File: src/rtl/mem_access_unit.sv
// mem_access_unit: sub-word load/store front end for a word-organised data memory.
//   Loads complete in one cycle. Word stores write directly. Byte/half stores are
//   done as read-modify-write: one read cycle (stall high), then one write cycle.
// Ports:
//   clk, rst          : clock, synchronous active-high reset
//   req_*             : request (valid, load/store, size, signed, byte addr, store data)
//   dm_*              : data memory (word address, read/write strobes, write data,
//                       combinational read data)
//   stall             : hold upstream for the read phase of a sub-word store
//   rsp_valid/rdata   : registered load result
//   err               : registered one-cycle fault pulse
module mem_access_unit (
  input  logic        clk,
  input  logic        rst,
  input  logic        req_valid,
  input  logic        req_load,
  input  logic        req_store,
  input  logic [1:0]  req_size,
  input  logic        req_signed,
  input  logic [8:0]  req_addr,
  input  logic [31:0] req_wdata,
  output logic [6:0]  dm_address,
  output logic        dm_memRead,
  output logic        dm_memWrite,
  output logic [31:0] dm_writeData,
  input  logic [31:0] dm_readData,
  output logic        stall,
  output logic        rsp_valid,
  output logic [31:0] rsp_rdata,
  output logic        err
);

  typedef enum logic {IDLE, RMW_WR} state_t;

  state_t      state, state_next;
  logic [31:0] merge_q, merge_next;
  logic [6:0]  addr_q;
  logic [31:0] load_data;
  logic        fault, accept, do_load, do_store_word, do_store_sub;
  logic [7:0]  lane_b;
  logic [15:0] lane_h;

  always_comb begin
    fault = (req_load && req_store)
         || (req_size == 2'b11)
         || (req_size == 2'b01 && req_addr[0])
         || (req_size == 2'b10 && req_addr[1:0] != 2'b00);
    accept        = (state == IDLE) && req_valid && !rst;
    do_load       = accept && !fault && req_load;
    do_store_word = accept && !fault && req_store && (req_size == 2'b10);
    do_store_sub  = accept && !fault && req_store && (req_size != 2'b10);
  end

  // Lane extraction for loads.
  always_comb begin
    lane_b = '0;
    case (req_addr[1:0])
      2'd0: lane_b = dm_readData[7:0];
      2'd1: lane_b = dm_readData[15:8];
      2'd2: lane_b = dm_readData[23:16];
      default: lane_b = dm_readData[31:24];
    endcase
    lane_h = req_addr[1] ? dm_readData[31:16] : dm_readData[15:0];
    case (req_size)
      2'b00:   load_data = {{24{req_signed & lane_b[7]}}, lane_b};
      2'b01:   load_data = {{16{req_signed & lane_h[15]}}, lane_h};
      default: load_data = dm_readData;
    endcase
  end

  // Merge of store data into the word read during the first RMW cycle.
  always_comb begin
    merge_next = dm_readData;
    if (req_size == 2'b01) begin
      if (req_addr[1]) merge_next[31:16] = req_wdata[15:0];
      else             merge_next[15:0]  = req_wdata[15:0];
    end else begin
      case (req_addr[1:0])
        2'd0: merge_next[7:0]   = req_wdata[7:0];
        2'd1: merge_next[15:8]  = req_wdata[7:0];
        2'd2: merge_next[23:16] = req_wdata[7:0];
        default: merge_next[31:24] = req_wdata[7:0];
      endcase
    end
  end

  always_comb begin
    state_next   = state;
    dm_address   = req_addr[8:2];
    dm_memRead   = 1'b0;
    dm_memWrite  = 1'b0;
    dm_writeData = req_wdata;
    stall        = 1'b0;
    case (state)
      IDLE: begin
        if (do_load)       dm_memRead  = 1'b1;
        if (do_store_word) dm_memWrite = 1'b1;
        if (do_store_sub) begin
          dm_memRead = 1'b1;
          stall      = 1'b1;
          state_next = RMW_WR;
        end
      end
      RMW_WR: begin
        dm_address   = addr_q;
        dm_writeData = merge_q;
        // Reset during the write cycle drops the write entirely.
        dm_memWrite  = !rst;
        state_next   = IDLE;
      end
      default: state_next = IDLE;
    endcase
  end

  always_ff @(posedge clk) begin
    if (rst) begin
      state     <= IDLE;
      rsp_valid <= 1'b0;
      rsp_rdata <= '0;
      err       <= 1'b0;
      merge_q   <= '0;
      addr_q    <= '0;
    end else begin
      state     <= state_next;
      rsp_valid <= do_load;
      err       <= accept && fault;
      if (do_load) rsp_rdata <= load_data;
      if (do_store_sub) begin
        merge_q <= merge_next;
        addr_q  <= req_addr[8:2];
      end
    end
  end

endmodule
File: config.mk
export PLATFORM = sky130hd
export DESIGN_NAME = mem_access_unit
export DESIGN_NICKNAME = d
export VERILOG_FILES = /design/src/rtl/mem_access_unit.sv
export SDC_FILE = /design/constraint.sdc
export NUM_CORES = 1
export LEC_CHECK = 0
export CORE_MARGIN = 5
export CORE_UTILIZATION = 39
export CTS_CLUSTER_DIAMETER = 40
export DETAILED_ROUTE_END_ITERATION = 10
export DONT_BUFFER_PORTS = 1
export PLACE_DENSITY = 0.63
export SLEW_MARGIN = 20
export SYNTH_ARGS = -nofsm -noshare
export SYNTH_HDL_FRONTEND = slang
export SYNTH_SLANG_ARGS = --single-unit
File: constraint.sdc
create_clock -name clk -period 2.87 [get_ports clk]
set_input_delay 0.574 -clock clk [delete_from_list [all_inputs] [get_ports clk]]
set_output_delay 0.574 -clock clk [all_outputs]
set_load 0.01 [all_outputs]
==> results.md <==
* DR WL/cell at 21.7 um
* Site Rows at 37
* Total GRT Usage at 0.199
* Max-cap violations at 0
* Final hold vios at 0
* Library cells used by synthesis at 41
* Placed cell count at about 580
* Starting Density at 0.393
* Top Ports at 157
* PD cells at around 560 nW/um2
* Syn Inst Count at 476
* Hold Buf Count CTS at 0
* Seq/Total Area, Yosys at 0.370
* Non-filler cells, final at 592
* Most common cell after layout, fill and taps aside: dfxtp_1
* Syn Nets at between 500 and 600
* Worst-skew pair later-pin latency at between 0.3 and 0.4 ns
* Core Region at about 10000 um2
* CTS buffer count at 9
* Largest net degree at the start of global routing at 76
* Chip Height at approximately 110 um
* Critical Path End Type: primary output
* CTS tree: built
* Setup Buffers After CTS at 0
* Most frequent cells in the layout: dfxtp_1, nand2_1, nor2_1
* Metal1 wirelength at 4910 um
* Post-synth EDFFs at 0
* Drc violations at 0
* Actual slew at the worst max-slew pin at 0.801 ns
* Sw Share at 0.222
* Asr flop ratio synth at 0
* Routed wl met3 at 1520 um
* First-pass GRT wire length at roughly 19000 um
* Final Critical Period at roughly 2.5 ns
* H-tree levels at 3
* Final setup viols at 0
* Clock Root Buffer: clkbuf_8
* Pleak at about 1.4 nW
* Antenna violations before repair at 2
* Routed via count at 3561
* 1st-iter DRT viols at 317
* Antenna Nets Post-Route at 0
* Fmax at 0.395 GHz
* Grt ovf at 0
* YS warnings at 0
* Met2 WL at 6270 um
* Die width at 111 um
* Port bufs at 0
* Psw at between 500 and 600 uW
* Top_reg_cell synth: dfxtp_1
* Synthesized flop and latch total at 74
* CTS Buffer Depth at 2
* Clock Skew at 0.00659 ns
* Maximum VDD drop at 292 uV
* Hpwl dp at 9760 um
* Die Area at 12400 um2
* Clk pwr share at 0.470
* Sequential power share at 0.442
* Share of cells above drive strength 1 at 0.138
* DR top layer: met5
* DRT Wirelength at 12900 um
* Worst setup SP type: flop
* Clock tree sinks at 74
* Req. time, crit path at 2.30 ns
* Worst min path class: in -> reg
* Max-slew violation count at 0
* Comb pwr share at 0.088
* Arr. time, crit path at 1.96 ns
* Clock transition at path regs at ~0.08 ns
* Vias per inst at ~6
* Int Pwr at 1.87 mW
* Post-layout nets at approximately 530
* Crit Path Category: reg -> out
* RSZ-0062 raised after global routing: false
* Peak fanout along the critical path at 25
* TritonRoute pass-1 iters at 5
* Post-Syn Area per Cell at 8.41 um2
* Number of global-route vias before repair at 3377
* Routability cong. at 0.819
* Area Overhead vs Synth at 7.81%
* Fin crit share at 0.882
* Post-route setup TNS at 0 ns
* Cell Area, Synth at about 4000 um2
* Post-CTS Resized at 0
* Run status: complete, no violations
* Max_slew headroom at 0.464
cells in the mapped netlist (2+ instances only):
| cell | count | area, um2 |
|---|---|---|
| dfxtp_1 | 74 | 1480 |
| nand2_1 | 55 | 206 |
| nor2_1 | 51 | 191 |
| a21oi_1 | 41 | 205 |
| mux2_2 | 32 | 360 |
| mux2i_1 | 29 | 290 |
| a211oi_1 | 28 | 210 |
| clkbuf_1 | 27 | 101 |
| o221ai_1 | 16 | 140 |
| o21ai_0 | 15 | 75.1 |
| inv_1 | 13 | 48.8 |
| a311oi_1 | 10 | 87.6 |
| a31oi_1 | 9 | 56.3 |
| buf_2 | 9 | 45.0 |
| nor3b_1 | 9 | 67.6 |
| and3_1 | 7 | 43.8 |
| and2_1 | 6 | 37.5 |
| o2bb2ai_1 | 6 | 52.6 |
| buf_1 | 5 | 18.8 |
| nor3_1 | 4 | 20.0 |
| buf_6 | 3 | 33.8 |
| nand2b_1 | 3 | 18.8 |
| nor2b_1 | 3 | 18.8 |
| a21oi_2 | 2 | 17.5 |
| nand3b_1 | 2 | 15.0 |
| o32ai_1 | 2 | 17.5 |
path summary, 6_finish.rpt:
| check | end | cells after the start | slack, ns | from |
|---|---|---|---|---|
| setup / recovery | dm_memRead | 4 | 0.34 | state |
| hold / removal | addr_q[2] | 1 | 0.29 | rst |
| setup reg to reg | merge_q[20] | 6 | 0.65 | state |
| hold reg to reg | merge_q[10] | 2 | 0.45 | merge_q[10] |
layout make-up:
class                           instances  area, um2
Fill cell                            1055       5870
Multi-Input combinational cell        342       2260
Sequential cell                        74       1480
Tap cell                              136        170
Clock buffer                           12        165
Clock inverter                          4        120
Timing Repair Buffer                    8       60.1
Inverter                               15       56.3
Antenna cell                            1       2.50
flip-flops by register name, summed over array words and instances, names as in the netlist:
signal     cells
merge_q       32
state          1
addr_q         7
rsp_rdata     32
err            1
rsp_valid      1
stage by stage:
stage,hold WS (ns),cell area (um2),power [mW],utilization,setup slack (ns)
after floorplan,0.428,4000,1.29,-,0.467
after global placement,0.433,4030,1.29,0.395,0.514
after detailed placement,0.438,4030,1.30,0.395,0.457
after CTS,0.267,4310,2.43,0.423,0.319
after global routing,0.262,4320,2.49,0.424,0.234
final,0.291,4320,2.40,0.424,0.340
metal layers:
layer  track usage  up-vias
li1              -     1670
met1         0.238     1686
met2         0.326      188
met3        0.0922       15
met4        0.0454        2
met5             0        -
worst max-delay path: stages, from the launching register on:
cell and delay (ns):
dfxtp_2 0.38, or3b_1 0.40, a2111o_1 0.42, buf_4 0.24
nand2_1 0.16
cells by family after synthesis:
| logic type | after synthesis | share of synthesized area |
|---|---|---|
| AND/OR/NAND/NOR | 143 | 0.162 |
| AO/OA/AOI/OAI | 137 | 0.234 |
| buffers and inverters | 60 | 0.0656 |
| multiplexers | 62 | 0.168 |
| flip-flops | 74 | 0.370 |
power groups by stage:
stage          clock [mW]  combinational [mW]  sequential, mW
5_1_grt              1.19               0.231            1.06
3_5_place_dp            0               0.211            1.09
3_3_place_gp            0               0.208            1.09
4_1_cts              1.15               0.212            1.06
6_report             1.13               0.212            1.06
2_1_floorplan           0               0.208            1.08
(Power assumes the default switching activity.)
